==> src/rtl/dram_burst_streamer.sv <==
// dram_burst_streamer: reads a burst of len+1 DRAM words over AXI, in copy mode
// writes each word back to a destination address, and streams every word
// MSB-first in OUT_W-bit beats. All outputs come straight from flops.
module dram_burst_streamer #(
  parameter int ADDR_W = 13,
  parameter int DATA_W = 64,
  parameter int OUT_W  = 8,
  parameter int LEN_W  = 4
) (
  input  logic              clk,
  input  logic              rst,
  input  logic              in_valid,
  input  logic              mode,
  input  logic [ADDR_W-1:0] addr_src,
  input  logic [ADDR_W-1:0] addr_dst,
  input  logic [LEN_W-1:0]  len,
  output logic              busy,
  output logic              done,
  output logic              err,
  output logic              out_valid,
  output logic [OUT_W-1:0]  out_data,
  output logic              AR_VALID,
  input  logic              AR_READY,
  output logic [31:0]       AR_ADDR,
  input  logic              R_VALID,
  output logic              R_READY,
  input  logic [DATA_W-1:0] R_DATA,
  input  logic [1:0]        R_RESP,
  output logic              AW_VALID,
  input  logic              AW_READY,
  output logic [31:0]       AW_ADDR,
  output logic              W_VALID,
  input  logic              W_READY,
  output logic [DATA_W-1:0] W_DATA,
  input  logic              B_VALID,
  output logic              B_READY,
  input  logic [1:0]        B_RESP
);
  localparam int BEATS = DATA_W / OUT_W;
  localparam int BW    = (BEATS > 1) ? $clog2(BEATS) : 1;
  localparam logic [BW-1:0] LAST_BEAT = BW'(BEATS - 1);

  typedef enum logic [2:0] {
    IDLE, RD_ADDR, RD_DATA, WR_ADDR, WR_DATA, WR_RESP, STREAM, FINISH
  } state_t;

  state_t            state_q, state_d;
  logic              mode_q, mode_d;
  logic [ADDR_W-1:0] src_q, src_d, dst_q, dst_d;
  logic [LEN_W-1:0]  len_q, len_d, idx_q, idx_d;
  logic [BW-1:0]     beat_q, beat_d;
  logic [DATA_W-1:0] buf_q, buf_d;
  logic              eflag_q, eflag_d;

  // Word addresses wrap inside ADDR_W before zero-extension to the bus.
  logic [ADDR_W-1:0] rd_word, wr_word;
  assign rd_word = src_d + ADDR_W'(idx_d);
  assign wr_word = dst_d + ADDR_W'(idx_d);

  // Next-state and datapath updates for the burst sequencer.
  always_comb begin
    state_d = state_q;
    mode_d  = mode_q;
    src_d   = src_q;
    dst_d   = dst_q;
    len_d   = len_q;
    idx_d   = idx_q;
    beat_d  = '0;
    buf_d   = buf_q;
    eflag_d = eflag_q;
    case (state_q)
      IDLE: if (in_valid) begin
        mode_d  = mode;
        src_d   = addr_src;
        dst_d   = addr_dst;
        len_d   = len;
        idx_d   = '0;
        state_d = RD_ADDR;
      end
      RD_ADDR: if (AR_VALID && AR_READY) state_d = RD_DATA;
      RD_DATA: if (R_VALID && R_READY) begin
        buf_d = R_DATA;
        if (R_RESP != 2'b00) begin
          eflag_d = 1'b1;
          state_d = FINISH;
        end else if (mode_q) begin
          state_d = WR_ADDR;
        end else begin
          state_d = STREAM;
        end
      end
      WR_ADDR: if (AW_VALID && AW_READY) state_d = WR_DATA;
      WR_DATA: if (W_VALID && W_READY) state_d = WR_RESP;
      WR_RESP: if (B_VALID && B_READY) begin
        if (B_RESP != 2'b00) begin
          eflag_d = 1'b1;
          state_d = FINISH;
        end else begin
          state_d = STREAM;
        end
      end
      STREAM: begin
        if (beat_q == LAST_BEAT) begin
          if (idx_q == len_q) begin
            state_d = FINISH;
          end else begin
            idx_d   = idx_q + LEN_W'(1);
            state_d = RD_ADDR;
          end
        end else begin
          // Shift so the next beat always sits in the top OUT_W bits.
          beat_d = beat_q + BW'(1);
          buf_d  = buf_q << OUT_W;
        end
      end
      FINISH: begin
        eflag_d = 1'b0;
        state_d = IDLE;
      end
      default: state_d = IDLE;
    endcase
  end

  // Sequencer state and burst context registers.
  always_ff @(posedge clk or posedge rst) begin
    if (rst) begin
      state_q <= IDLE;
      mode_q  <= 1'b0;
      src_q   <= '0;
      dst_q   <= '0;
      len_q   <= '0;
      idx_q   <= '0;
      beat_q  <= '0;
      buf_q   <= '0;
      eflag_q <= 1'b0;
    end else begin
      state_q <= state_d;
      mode_q  <= mode_d;
      src_q   <= src_d;
      dst_q   <= dst_d;
      len_q   <= len_d;
      idx_q   <= idx_d;
      beat_q  <= beat_d;
      buf_q   <= buf_d;
      eflag_q <= eflag_d;
    end
  end

  // Outputs are decoded from the next state so they are registered yet
  // line up with the state they belong to; address/data fields are zero
  // outside their own state.
  always_ff @(posedge clk or posedge rst) begin
    if (rst) begin
      AR_VALID  <= 1'b0;
      AR_ADDR   <= '0;
      R_READY   <= 1'b0;
      AW_VALID  <= 1'b0;
      AW_ADDR   <= '0;
      W_VALID   <= 1'b0;
      W_DATA    <= '0;
      B_READY   <= 1'b0;
      out_valid <= 1'b0;
      out_data  <= '0;
      busy      <= 1'b0;
      done      <= 1'b0;
      err       <= 1'b0;
    end else begin
      AR_VALID  <= (state_d == RD_ADDR);
      AR_ADDR   <= (state_d == RD_ADDR) ? 32'(rd_word) : '0;
      R_READY   <= (state_d == RD_DATA);
      AW_VALID  <= (state_d == WR_ADDR);
      AW_ADDR   <= (state_d == WR_ADDR) ? 32'(wr_word) : '0;
      W_VALID   <= (state_d == WR_DATA);
      W_DATA    <= (state_d == WR_DATA) ? buf_d : '0;
      B_READY   <= (state_d == WR_RESP);
      out_valid <= (state_d == STREAM);
      out_data  <= (state_d == STREAM) ? buf_d[DATA_W-1 -: OUT_W] : '0;
      busy      <= (state_d != IDLE);
      done      <= (state_d == FINISH);
      err       <= (state_d == FINISH) && eflag_d;
    end
  end
endmodule

==> config.mk <==
export PLATFORM = sky130hd
export DESIGN_NAME = dram_burst_streamer
export DESIGN_NICKNAME = d
export VERILOG_FILES = /design/src/rtl/dram_burst_streamer.sv
export SDC_FILE = /design/constraint.sdc
export NUM_CORES = 1
export LEC_CHECK = 0
export CAP_MARGIN = 15
export CORE_MARGIN = 5
export CORE_UTILIZATION = 51
export CTS_CLUSTER_SIZE = 12
export DETAILED_ROUTE_END_ITERATION = 7
export GPL_ROUTABILITY_DRIVEN = 0
export GPL_TIMING_DRIVEN = 0
export PLACE_DENSITY = 0.85
export SETUP_SLACK_MARGIN = 0.05
export SYNTH_ARGS = -nofsm -noshare
export SYNTH_HDL_FRONTEND = slang
export SYNTH_SLANG_ARGS = --single-unit
==> constraint.sdc <==
create_clock -name clk -period 12.76 [get_ports clk]
set_clock_uncertainty 0.15 [all_clocks]
set_input_delay 1.914 -clock clk [delete_from_list [all_inputs] [get_ports clk]]
set_output_delay 1.914 -clock clk [all_outputs]
set_load 0.05 [all_outputs]
==> qor.csv <==
stage,metric,value,unit
clocking,cts.path.max_buffers,3,
route,first_iter_violations,555,
logic_synthesis,synth_area,8780,um2
status,outcome,"complete, no violations",
clocking,htreeDepth,1,
layout,syn_to_final_growth,36.8,%
setup_path,endpoint,AR_ADDR[10]$_DFF_PP0_,
clocking,cts-root-buf,clkbuf_16,
clocking,cts_made_buffers,22,
timing,min_period_over_period,47.7,%
timing,setup_ws,6.67,ns
setup_path,r2r_slack,7.87,ns
timing,fmax,0.164,GHz
layout,final_cell_mix,"dfrtp_1, clkdlybuf4s50_1, nand2_1",
pwr,power_density,192,nW/um2
route,routed-wl-met3,1910,um
timing,whs,0.295,ns
clocking,cts_tree,done,
timing,final.setup.tns,0,ns
layout,final_util,70.2,%
clocking,cts_sinks,213,
route,ant_nets,0,
global_routing,grt_max_degree,127,
route,drc,0,
layout,fin_nets,1228,
floorplanning,initial_utilization,51.3,%
timing,finalSetupViolCount,0,
route,vias,7103,
floorplanning,fp.dieH,141,um
setup_path,cp_data_arrival_time,6.29,ns
global_routing,antenna_found_initial,0,
place,port_buffers,213,
floorplanning,rows,48,
logic_synthesis,synth_top_flop_cell,dfrtp_1,
pwr,p_leak,5.81,nW
setup_path,r2r_start,state_q[1]$_DFF_PP0_,
place,dp_hpwl,18000,um
logic_synthesis,avgSynthCellArea,10.5,um2
layout,antenna_cells,0,
global_routing,grt_pass1_vias,7391,
floorplanning,die_w,141,um
route,wl_met2,12600,um
pwr,vdd_drop_max,128,uV
logic_synthesis,async_reset_ff_share,100,%
timing,tightest_slew,0.873,ns
clocking,postCtsSetupRepairBufs,0,
timing,slew_headroom,41.7,%
floorplanning,coreArea,17100,um2
logic_synthesis,synth_cells,833,
route,wl_met1,9830,um
setup_path,required,12.96,ns
route,wl_per_cell,18.5,um
setup_path,startpoint,in_valid,
route,avgViaCountPerCell,5.30,
route,drt-total-wl,24800,um
clocking,hold_buffers,0,
route,dr.pass1.iters,5,
logic_synthesis,ys_seq_area_share,60.7,%
floorplanning,dieArea,19900,um2
hold_path,min_path_type,flip-flop to flip-flop,
setup_path,critPathMaxFanout,10,
floorplanning,pin_count,252,
global_routing,grt_util_all_layers,24.9,%
layout,drive_gt1_share,8.79,%
clocking,insertion_delay,0.50,ns
setup_path,r2r.worst_path.cells,16,
timing,min_period,6.09,ns
logic_synthesis,synth-seq-cells,213,
setup_path,critPathCaptureType,flip-flop,
job,max_cap_viol_count,0,
timing,rsz0062_at_grt,false,
layout,nFillCells,1257,
timing,hold_viol,0,
logic_synthesis,yosys_warnings,0,
logic_synthesis,synth_cell_types,55,
setup_path,crit_type,input pin to flip-flop,
clocking,ctsResizeCount,0,
timing,slew_viol_final,0,
setup_path,worstSetupStartpointType,input pin,
setup_path,reg2reg_to,AR_ADDR[10]$_DFF_PP0_,
clocking,cts.clk_slew.worst_paths,0.06,ns
pwr,total_power,2.31,mW
place,dp_slack,6.36,ns
logic_synthesis,synth-edff-count,0,
global_routing,grt_pass1_wl,39700,um
global_routing,overflow,0,
route,highest_layer,met4,
[layer usage]
| layer | global-route usage (%) | vias up |
|---|---|---|
| li1 | - | 3275 |
| met1 | 32.0 | 3473 |
| met2 | 42.7 | 310 |
| met3 | 5.53 | 45 |
| met4 | 6.63 | 0 |
| met5 | 0 | - |
[stage by stage]
stage | cell area, um2 | instances
finish | 12000 | 1340
global route | 12000 | 1340
CTS | 12000 | 1340
detailed placement | 11400 | 1309
global placement | 11300 | 1308
floorplan | 8910 | 870
[sequential cells by signal, summed over array words and instances (netlist names), 3 cells and up]
name and count:
AR_ADDR 13, AW_ADDR 13, W_DATA 64, beat_q 3, buf_q 64, dst_q 13
idx_q 4, len_q 4, out_data 8, src_q 13, state_q 3
[worst min-delay path by stage]
stage                                   start                   to  slack (ns)  cells after the start
after global routing      beat_q[0]$_DFF_PP0_  beat_q[0]$_DFF_PP0_        0.31                      1
final                     beat_q[0]$_DFF_PP0_  beat_q[0]$_DFF_PP0_        0.29                      1
after CTS                 beat_q[0]$_DFF_PP0_  beat_q[0]$_DFF_PP0_        0.30                      1
after global placement    beat_q[0]$_DFF_PP0_  beat_q[0]$_DFF_PP0_        0.28                      1
after detailed placement  beat_q[0]$_DFF_PP0_  beat_q[0]$_DFF_PP0_        0.29                      1
after floorplan           beat_q[0]$_DFF_PP0_  beat_q[0]$_DFF_PP0_        0.26                      1
[worst max-delay path, cell delays in order]
cell and delay [ns]:
clkdlybuf4s50_1 0.48, nor4b_2 0.72, buf_2 0.39, buf_2 0.29, buf_2 0.29, nand2_1 0.08
nand2_1 0.09, ha_1 0.20, inv_1 0.07, fa_1 0.40, nor2b_1 0.20, o21ai_0 0.18
a21oi_1 0.43, a21boi_0 0.32, xnor2_1 0.17, nor2_1 0.06
[cells in the mapped netlist, types with 6 or more instances]
library cell	count	share of area (%)
buf_2	12	0.68
o21ai_0	7	0.40
nand4_1	9	0.64
mux2i_1	7	0.80
xor2_1	9	0.90
nor2b_1	13	0.93
nand2_1	212	9.1
and2_1	14	1.0
a22oi_1	56	4.8
a21oi_1	63	3.6
xnor2_1	11	1.1
buf_4	38	3.3
nor2_1	31	1.3
clkbuf_1	22	0.94
inv_1	16	0.68
a22o_1	8	0.80
dfrtp_1	213	61
ha_1	11	1.6
nand3_1	10	0.57
and3_1	6	0.43
[power breakdown]
| part | total, mW | switching, mW | internal (mW) |
|---|---|---|---|
| Clock | 0.593 | 0.249 | 0.344 |
| Sequential | 0.906 | 0.0815 | 0.824 |
| Combinational | 0.807 | 0.547 | 0.260 |
| Total | 2.31 | 0.878 | 1.43 |
[kinds of logic (layout without fill, tap and decap cells)]
| family | count (synthesis) | after routing | synth area share (%) |
|---|---|---|---|
| AND/OR/NAND/NOR | 319 | 319 | 16.2 |
| flip-flops | 213 | 213 | 60.7 |
| AO/OA/AOI/OAI | 158 | 158 | 11.6 |
| buffers and inverters | 99 | 344 | 6.20 |
| XOR/XNOR | 20 | 20 | 2.00 |
| adder cells (fa/ha/maj) | 13 | 13 | 2.02 |
| multiplexers | 10 | 10 | 1.23 |
| other | 1 | 38 | 0.0427 |
[layout make-up]
cell class | count | area [um2] | area share [%]
Buffer | 79 | 469 | 3.91
Clock buffer | 28 | 593 | 4.94
Clock inverter | 3 | 51.3 | 0.427
Inverter | 20 | 82.6 | 0.688
Multi-Input combinational cell | 558 | 3040 | 25.3
Sequential cell | 213 | 5330 | 44.4
Tap cell | 225 | 282 | 2.34
Timing Repair Buffer | 214 | 2160 | 18.0
No activity file was read; power rests on OpenSTA's default activity.
